===== config.mk =====
export PLATFORM = sky130hd
export DESIGN_NAME = axil_uart_console
export DESIGN_NICKNAME = d
export VERILOG_FILES = /design/src/rtl/axil_uart_console.sv
export SDC_FILE = /design/constraint.sdc
export NUM_CORES = 1
export LEC_CHECK = 0
export CORE_MARGIN = 2
export CORE_UTILIZATION = 58
export CTS_CLUSTER_DIAMETER = 60
export DETAILED_ROUTE_END_ITERATION = 6
export GPL_ROUTABILITY_DRIVEN = 0
export PLACE_DENSITY = 0.85
export SYNTH_ARGS = -nofsm -noshare
export SYNTH_HDL_FRONTEND = slang
export SYNTH_SLANG_ARGS = --single-unit
export TNS_END_PERCENT = 1

===== constraint.sdc =====
create_clock -name clk -period 5.15 [get_ports clk]
set_clock_uncertainty 0.05 [all_clocks]
set_input_delay 0.7725 -clock clk [delete_from_list [all_inputs] [get_ports clk]]
set_output_delay 0.7725 -clock clk [all_outputs]
set_load 0.1 [all_outputs]

===== src/rtl/axil_uart_console.sv =====
`timescale 1ns/1ps
// AXI4-Lite console/exit slave: TXDATA bytes go through a FIFO into a UART serialiser.
// Define AXIL_UART_PARITY_EN to insert an even-parity bit (11-bit frames); default is 8N1.
module axil_uart_console #(
  parameter logic [31:0] BASE_ADDR  = 32'h1000_0000,
  parameter int          CLK_DIV    = 16,
  parameter int          FIFO_DEPTH = 16
) (
  input  logic        clk,
  input  logic        resetn,
  input  logic        s_axi_awvalid,
  output logic        s_axi_awready,
  input  logic [31:0] s_axi_awaddr,
  input  logic        s_axi_wvalid,
  output logic        s_axi_wready,
  input  logic [31:0] s_axi_wdata,
  input  logic [3:0]  s_axi_wstrb,
  output logic        s_axi_bvalid,
  input  logic        s_axi_bready,
  input  logic        s_axi_arvalid,
  output logic        s_axi_arready,
  input  logic [31:0] s_axi_araddr,
  output logic        s_axi_rvalid,
  input  logic        s_axi_rready,
  output logic [31:0] s_axi_rdata,
  output logic        uart_tx,
  output logic        exit_valid,
  output logic [31:0] exit_code
);
  // Handshakes: a beat transfers on a rising edge where valid and ready are both high;
  // the source holds valid and payload stable until that edge.
  localparam int AW = $clog2(FIFO_DEPTH);
  localparam int CW = $clog2(CLK_DIV);

  typedef enum logic [2:0] {ST_IDLE, ST_START, ST_DATA, ST_PARITY, ST_STOP} tx_state_t;

  tx_state_t     state;
  logic [CW-1:0] cnt;
  logic [2:0]    bit_idx;
  logic [7:0]    shreg;

  logic [7:0]    fifo_mem [FIFO_DEPTH];
  logic [AW:0]   wr_ptr, rd_ptr, level;
  logic          empty, full, pop, push, bit_end;

  logic [31:2]   aw_addr_q;
  logic [31:0]   w_data_q;
  logic          w_strb0_q, aw_got, w_got;
  logic          wr_hit, tx_wr, exit_wr, wr_fire;
  logic [31:0]   rd_mux, status;
  logic          unused_bits;

  assign unused_bits = ^{s_axi_awaddr[1:0], s_axi_araddr[1:0], s_axi_wstrb[3:1]};

  assign level   = wr_ptr - rd_ptr;
  assign empty   = (level == '0);
  assign full    = (level == (AW+1)'(FIFO_DEPTH));
  assign bit_end = (cnt == CW'(CLK_DIV - 1));
  assign pop     = !empty && ((state == ST_IDLE) || (state == ST_STOP && bit_end));

  assign wr_hit  = (aw_addr_q[31:4] == BASE_ADDR[31:4]);
  assign tx_wr   = wr_hit && (aw_addr_q[3:2] == 2'd0) && w_strb0_q;
  assign exit_wr = wr_hit && (aw_addr_q[3:2] == 2'd1) && w_strb0_q;
  // A full FIFO stalls the response rather than dropping; a same-edge pop frees a slot.
  assign wr_fire = aw_got && w_got && !s_axi_bvalid && !(tx_wr && full && !pop);
  assign push    = wr_fire && tx_wr;

  assign status = {16'h0, 8'(level), 4'h0, exit_valid,
                   (state != ST_IDLE) || !empty, full, empty};

  always_comb begin
    rd_mux = '0;
    if (s_axi_araddr[31:4] == BASE_ADDR[31:4]) begin
      case (s_axi_araddr[3:2])
        2'd1:    rd_mux = exit_code;
        2'd2:    rd_mux = status;
        default: rd_mux = '0;
      endcase
    end
  end

  always_ff @(posedge clk) begin
    if (push) fifo_mem[wr_ptr[AW-1:0]] <= s_axi_wdata_q_byte();
  end

  function automatic logic [7:0] s_axi_wdata_q_byte();
    return w_data_q[7:0];
  endfunction

  always_ff @(posedge clk or negedge resetn) begin
    if (!resetn) begin
      s_axi_awready <= 1'b0;
      s_axi_wready  <= 1'b0;
      s_axi_bvalid  <= 1'b0;
      aw_addr_q     <= '0;
      w_data_q      <= '0;
      w_strb0_q     <= 1'b0;
      aw_got        <= 1'b0;
      w_got         <= 1'b0;
      wr_ptr        <= '0;
      exit_valid    <= 1'b0;
      exit_code     <= '0;
    end else begin
      s_axi_awready <= s_axi_awvalid && !s_axi_awready && !aw_got && !s_axi_bvalid;
      s_axi_wready  <= s_axi_wvalid && !s_axi_wready && !w_got && !s_axi_bvalid;
      if (s_axi_awvalid && s_axi_awready) begin
        aw_addr_q <= s_axi_awaddr[31:2];
        aw_got    <= 1'b1;
      end
      if (s_axi_wvalid && s_axi_wready) begin
        w_data_q  <= s_axi_wdata;
        w_strb0_q <= s_axi_wstrb[0];
        w_got     <= 1'b1;
      end
      if (wr_fire) begin
        s_axi_bvalid <= 1'b1;
        aw_got       <= 1'b0;
        w_got        <= 1'b0;
        if (push) wr_ptr <= wr_ptr + 1'b1;
        if (exit_wr) begin
          exit_valid <= 1'b1;
          exit_code  <= w_data_q;
        end
      end else if (s_axi_bvalid && s_axi_bready) begin
        s_axi_bvalid <= 1'b0;
      end
    end
  end

  always_ff @(posedge clk or negedge resetn) begin
    if (!resetn) begin
      s_axi_arready <= 1'b0;
      s_axi_rvalid  <= 1'b0;
      s_axi_rdata   <= '0;
    end else begin
      s_axi_arready <= s_axi_arvalid && !s_axi_arready && !s_axi_rvalid;
      if (s_axi_arvalid && s_axi_arready) begin
        s_axi_rvalid <= 1'b1;
        s_axi_rdata  <= rd_mux;
      end else if (s_axi_rvalid && s_axi_rready) begin
        s_axi_rvalid <= 1'b0;
      end
    end
  end

  // The byte stays intact in shreg so the parity bit can be formed after the data bits.
  always_ff @(posedge clk or negedge resetn) begin
    if (!resetn) begin
      state   <= ST_IDLE;
      cnt     <= '0;
      bit_idx <= '0;
      shreg   <= '0;
      rd_ptr  <= '0;
      uart_tx <= 1'b1;
    end else if (pop) begin
      rd_ptr  <= rd_ptr + 1'b1;
      shreg   <= fifo_mem[rd_ptr[AW-1:0]];
      state   <= ST_START;
      cnt     <= '0;
      uart_tx <= 1'b0;
    end else begin
      case (state)
        ST_IDLE: cnt <= '0;
        ST_START: begin
          if (bit_end) begin
            cnt     <= '0;
            bit_idx <= '0;
            state   <= ST_DATA;
            uart_tx <= shreg[0];
          end else cnt <= cnt + 1'b1;
        end
        ST_DATA: begin
          if (bit_end) begin
            cnt <= '0;
            if (bit_idx == 3'd7) begin
`ifdef AXIL_UART_PARITY_EN
              state   <= ST_PARITY;
              uart_tx <= ^shreg;
`else
              state   <= ST_STOP;
              uart_tx <= 1'b1;
`endif
            end else begin
              bit_idx <= bit_idx + 3'd1;
              uart_tx <= shreg[3'(bit_idx + 3'd1)];
            end
          end else cnt <= cnt + 1'b1;
        end
`ifdef AXIL_UART_PARITY_EN
        ST_PARITY: begin
          if (bit_end) begin
            cnt     <= '0;
            state   <= ST_STOP;
            uart_tx <= 1'b1;
          end else cnt <= cnt + 1'b1;
        end
`endif
        ST_STOP: begin
          if (bit_end) begin
            cnt   <= '0;
            state <= ST_IDLE;
          end else cnt <= cnt + 1'b1;
        end
        default: state <= ST_IDLE;
      endcase
    end
  end
endmodule

Word level (Yosys, flattened, before mapping)
Memories as Yosys holds them, arrays and structs flattened. A register that Yosys moved wholly into a read port is not among the register bits.
Cells that the tools add are included.
{"block": "word_totals", "mem_count": 1, "word_cells": 132, "register_bits": 156, "input_bits": 107, "ram_bits": 128, "out_inout_bits": 71}
{"block": "op_classes", "n_reduce_logical": 55, "magnitude_cmp": 1, "muxes": 31, "bitwise_logic": 1, "eq_ne": 19, "add_sub_neg": 5}
{"memory": "fifo_mem", "depth": 16, "word_bits": 8, "rd": 1, "rd_clocked_by_memory_dff": 1, "write_ports": 1, "line": "42", "source": "logic [7:0] fifo_mem [FIFO_DEPTH];"}
{"operator": "$pmux 32 s2", "n": 1}
{"operator": "$eq 28x25->1 const B", "n": 2}
{"operator": "$mux 32", "n": 1}
{"operator": "$logic_and 1x1->1", "n": 25}
{"operator": "$mux 3", "n": 7}
{"operator": "$mux 1", "n": 15}
{"operator": "$ne 3x3->1 const B", "n": 4}
{"operator": "$pmux 3 s4", "n": 1}
{"operator": "$logic_not 1->1", "n": 11}
{"operator": "$add 5x1->5 const B", "n": 2}
{"operator": "$reduce_and 5->1", "n": 2}
{"operator": "$reduce_bool 2->1", "n": 5}
{"operator": "$reduce_bool 3->1", "n": 3}
{"operator": "$mux 4", "n": 2}
{"operator": "$ne 2x2->1 const B", "n": 4}
{"operator": "$pmux 4 s2", "n": 1}
{"operator": "$eq 3x3->1 const B", "n": 2}
{"operator": "$pmux 3 s2", "n": 1}
{"operator": "$eq 5x5->1 const B", "n": 1}
{"operator": "$logic_not 5->1", "n": 1}
{"operator": "$sub 5x5->5", "n": 1}
{"operator": "$add 4x1->4 const B", "n": 1}
{"operator": "$eq 2x1->1 const B", "n": 2}
{"operator": "$eq 4x4->1 const B", "n": 1}
{"operator": "other kinds (14)", "n": 16}

Longest topological paths before layout
{"block": "logic_depth", "word_depth": 11, "ltp_mapped": 11, "ltp_nobuf": 9}

Least setup slack after synthesis
No wires, ideal clock.
{"block": "synth_timing", "kind": "reg2reg", "startpoint": "reg rd_ptr[1]", "endpoint": "mem fifo_mem[3][0] (enable)", "t_arrival_ns": 2.778, "required_time_ns": 4.717, "path_slack_ns": 1.938, "setup_ns": 0.383, "stages_incl_launch_ff": 10, "path_cell_list": "dfrtp_1 -> clkbuf_1 -> clkbuf_1 -> inv_1 -> fa_1 -> xor2_1 -> nand4b_1 -> a211o_1 -> o211ai_1 -> nor3_1"}
{"block": "synth_via", "elab_chain_len": 11, "elab_cells_between_ends": 13}
{"item": "from (decl)", "line": "43", "source": "logic [AW:0] wr_ptr, rd_ptr, level;"}
{"item": "from (signal assigned)", "line": "156", "source": "rd_ptr <= rd_ptr + 1'b1;"}
{"item": "$sub 5x5->5 *", "line": "55", "source": "assign level = wr_ptr - rd_ptr;"}
{"item": "$logic_not 5->1", "line": "56", "source": "assign empty = (level == '0);"}
{"item": "$logic_not 1->1", "line": "59", "source": "assign pop = !empty && ((state == ST_IDLE) || (state == ST_STOP && bit_end));"}
{"item": "$logic_and 1x1->1", "line": "59"}
{"item": "$logic_not 1->1", "line": "65", "source": "assign wr_fire = aw_got && w_got && !s_axi_bvalid && !(tx_wr && full && !pop);"}
{"item": "$logic_and 1x1->1 *", "line": "65"}
{"item": "$logic_not 1->1 *", "line": "65"}
{"item": "$logic_and 1x1->1 *", "line": "65"}
{"item": "$logic_and 1x1->1 *", "line": "66", "source": "assign push = wr_fire && tx_wr;"}
{"item": "$mux 1 *", "line": "83", "source": "if (push) fifo_mem[wr_ptr[AW-1:0]] <= s_axi_wdata_q_byte();"}
{"item": "$mux 1 (not written as such) *", "line": "83"}
{"item": "to (decl)", "line": "42"}
Mark *: on every way between the ends. The rest lies on a longest branch, timed or not.

Worst setup path after layout
{"block": "layout_timing", "startpoint": "reg aw_addr_q[29] in the netlist's numbering", "endpoint": "mem fifo_mem[3][6] (enable)"}
{"block": "layout_via", "elab_chain_len": 10}
{"item": "from (decl)", "line": "46", "source": "logic [31:2] aw_addr_q;"}
{"item": "from (signal assigned)", "line": "107", "source": "aw_addr_q <= s_axi_awaddr[31:2];"}
{"item": "$eq 28x25->1 *", "line": "61", "source": "assign wr_hit = (aw_addr_q[31:4] == BASE_ADDR[31:4]);"}
{"item": "$logic_and 1x1->1 * (2 in series)", "line": "62", "source": "assign tx_wr = wr_hit && (aw_addr_q[3:2] == 2'd0) && w_strb0_q;"}
{"item": "$logic_and 1x1->1 (2 in series)", "line": "65"}
{"item": "$logic_not 1->1", "line": "65"}
{"item": "$logic_and 1x1->1", "line": "65"}
{"item": "$logic_and 1x1->1 *", "line": "66"}
{"item": "$mux 1 *", "line": "83"}
{"item": "$mux 1 (not written as such) *", "line": "83"}
Marked as above.

==> results.py <==
metrics = {
    "placed_design": {
        "io_buffers": 170,
        "placed_area_sq_mm": 0.0138,
        "hpwl_microns": 18300,
    },
    "power_and_ir_drop": {
        "pwr-share-seq": 0.482,
        "clkPwrFrac": 0.299,
        "p_int_mw": 4.95,
        "p_comb_frac": 0.219,
        "p_leak_nw": 5.81,
        "swShare": 0.285,
        "ir_worst_vdd_mv": 0.529,
        "power.density_mw_per_mm2": 471,
        "power.switching_mw": 1.97,
    },
    "final_layout": {
        "fin_area_sq_mm": 0.0147,
        "drive_gt1_frac": 0.230,
        "area_growth_syn_to_layout_pct": 24.7,
        "finalNetCount": 1001,
        "antennaDiodeCount": 0,
    },
    "clocking": {
        "cts_hold_buf": 0,
        "cts_setup_buffers": 0,
        "cts_buffers": 29,
        "clock-sinks": 292,
        "cts_resized": 0,
        "cts_tree": "built",
        "cts_htree_levels": 1,
        "clock_latency_ps": 540,
        "cts.clk_slew.worst_paths_ps": 60,
        "clockRootBuffer": "clkbuf_16",
        "max-clock-path-buffers": 3,
    },
    "timing": {
        "setup_viol": 0,
        "slew_viol_final": 0,
        "clock.fmax_mhz": 260,
        "finalCriticalPeriod_ps": 3850,
        "tightest_slew_ps": 1280,
        "slew_headroom": 0.142,
        "final-hold-violation-count": 0,
        "finalSetupTns_ps": 0,
        "rsz0062_at_grt": "false",
        "fin_crit_sh": 0.748,
        "whs_ps": 112,
    },
    "detailed_routing": {
        "route.detailed.drc": 0,
        "via_per_inst": 6.06,
        "drt_wl_total_microns": 27900,
        "drt_first_pass_iters": 7,
        "routedWlPerCell_microns": 23.9,
        "vias": 7101,
        "postRouteAntennaNets": 0,
        "drt_iter0_markers": 629,
    },
    "flow_run": {
        "maxCapViolCount": 0,
    },
    "floorplanning": {
        "coreArea_sq_mm": 0.0201,
        "die_w_microns": 147,
        "die_area_sq_mm": 0.0215,
        "start_util": 0.587,
        "die_h_microns": 147,
        "rows": 52,
        "io_pins": 178,
    },
    "global_route": {
        "grt_pass1_wl_microns": 43900,
        "grt_use_total": 0.264,
        "grt_max_degree": 59,
        "grt_pass1_vias": 7676,
        "gr-total-overflow": 0,
        "antenna_found_initial": 0,
    },
    "setup_path": {
        "required_ps": 5240,
        "ff2ff_path_depth": 5,
        "critPathLaunchType": "flip-flop",
        "r2r_start": "aw_addr_q[29]",
        "critical_path_class": "reg2reg",
        "worstPathMaxFanout": 8,
        "timing.rr.end": "fifo_mem[3][6]",
        "worst_ep_arrival_time_ps": 3940,
        "rrSetupSlack_ps": 1300,
        "end_kind": "flip-flop",
    },
    "worst_hold_path": {
        "hold_path.class": "in2async",
    },
    "logic_synthesis": {
        "synthMuxAreaShare": 0.181,
        "synth-seq-area-share": 0.674,
        "yosys_warnings": 0,
        "synth_edf_count": 128,
        "syn-cell-area_sq_mm": 0.0118,
        "synthSimpleGateAreaFrac": 0.0520,
        "synth_top_family_by_area": "multiplexers",
        "synthAdderAreaFrac": 0.0174,
        "synth_xor_area_frac": 0.00965,
        "synth_top_flop_cell": "dfrtp_1",
        "syn_inst": 704,
        "async_flop_share": 0.562,
        "synth_compound_area_frac": 0.0488,
        "synth_nets": 826,
        "ys_seq_elements": 292,
        "syn_area_per_cell_sq_um": 16.8,
        "synthDistinctLibCells": 57,
    },
    "status": {
        "status": "finished, final reports clean",
    },
}
-- state kept, by name, indices dropped and copies added (netlist names) --
name	count
state	3
s_axi_rvalid	1
exit_code	32
wr_ptr	5
w_data_q	32
cnt	4
s_axi_awready	1
s_axi_wready	1
uart_tx	1
shreg	8
rd_ptr	5
w_got	1
bit_idx	3
s_axi_rdata	32
fifo_mem	128
exit_valid	1
s_axi_bvalid	1
aw_got	1
s_axi_arready	1
w_strb0_q	1
aw_addr_q	30
-- worst max-delay path by stage --
stage / depth (start not counted) / endpoint / from / slack [ps]
2_1_floorplan: 9 / fifo_mem[3][0] / rd_ptr[1] / 1940
3_3_place_gp: 8 / fifo_mem[3][7] / rd_ptr[1] / 1670
3_5_place_dp: 8 / fifo_mem[3][7] / rd_ptr[1] / 1440
4_1_cts: 5 / fifo_mem[3][6] / aw_addr_q[29] / 1360
5_1_grt: 5 / fifo_mem[3][5] / aw_addr_q[29] / 990
6_report: 5 / fifo_mem[3][6] / aw_addr_q[29] / 1300
-- Yosys cell counts, drive strengths merged, types with 2 or more instances --
cell type	instances	area share
a211o	2	0.0015
a21boi	3	0.0019
a21oi	5	0.0021
a22o	27	0.020
a22oi	5	0.0032
a2bb2oi	2	0.0015
a31oi	2	0.0011
and2	4	0.0021
and3	19	0.010
buf	16	0.0064
clkbuf	18	0.0057
dfrtp	163	0.35
edfxtp	128	0.33
ha	14	0.015
inv	15	0.0048
mux2	106	0.10
mux4	42	0.080
nand2	24	0.0076
nand3	7	0.0030
nand3b	3	0.0019
nand4	3	0.0016
nor2	15	0.0048
nor2b	4	0.0021
nor3	5	0.0025
nor3b	2	0.0013
nor4	10	0.0058
nor4b	5	0.0037
o211ai	2	0.0013
o21a	2	0.0013
o21ai	14	0.0059
or3	2	0.0011
or4	4	0.0025
xnor2	9	0.0067
xor2	4	0.0030
-- per-stage QoR --
step,worst slack [ps],cells,power [mW],utilization
floorplan,1940,704,4.32,-
global placement,1670,1118,4.71,0.685
detailed placement,1440,1118,4.85,0.685
CTS,1360,1171,6.95,0.732
global route,986,1171,7.19,0.732
finish,1300,1171,6.93,0.732
-- layout make-up --
class                      instances  area, sq um
clock buffer                      43          871
clock inverter                    10         80.1
fill                            1113         5390
inverter                          15         56.3
multi-input combinational        363         3660
sequential                       292         7950
tap                              270          338
timing repair buffer             178         1760
-- placed cells by master (no fill, tap or decap), types with 3 or more instances in the layout --
cell,netlist,final
xor2_1,4,4
dfrtp_1,163,162
or4_1,4,4
clkbuf_16,0,31
nand3b_1,3,3
clkinv_2,0,5
nor3_1,4,4
buf_4,0,8
nor4b_1,5,5
nor4_1,9,9
o21ai_0,13,13
nor2b_1,4,4
a21oi_1,5,5
a22oi_1,5,5
nand3_1,7,7
a22o_1,27,27
mux2_2,106,106
nand4_1,3,3
nor2_1,15,15
nand2_1,24,24
and3_1,19,19
clkbuf_1,18,7
xnor2_1,9,9
ha_1,14,14
inv_1,14,14
clkdlybuf4s50_1,0,169
and2_1,4,4
edfxtp_1,128,128
mux4_2,42,42
clkbuf_8,0,5
a21boi_0,3,3
-- power by group through the flow --
stage,clock (mW),combinational (mW),sequential (mW)
floorplan,0,1.04,3.28
global placement,0,1.41,3.31
detailed placement,0,1.49,3.37
CTS,2.09,1.52,3.33
global route,2.19,1.62,3.39
finish,2.07,1.52,3.34
-- critical path: stages, from the launching register on --
cell and delay, ps:
dfrtp_1 400, nor4b_1 440, nand4_1 320, nor4_1 840, o211ai_1 350, nor3_1 1050
-- logic make-up after synthesis --
family | count (synthesis)
and+or+nand+nor | 110
adders and majority gates | 16
muxes | 148
AOI/OAI and AO/OA | 76
buffers and inverters | 49
xor gates and xnor gates | 13
DFF | 292
-- routing by layer --
layer,vias to the layer above,GRT usage,share of wire
met2,314,0.473,0.53
met4,0,0.0791,0.032
met5,-,0,0
met1,3652,0.332,0.37
met3,76,0.0456,0.063
li1,3059,-,-
No activity file was read; power rests on OpenSTA's default activity.
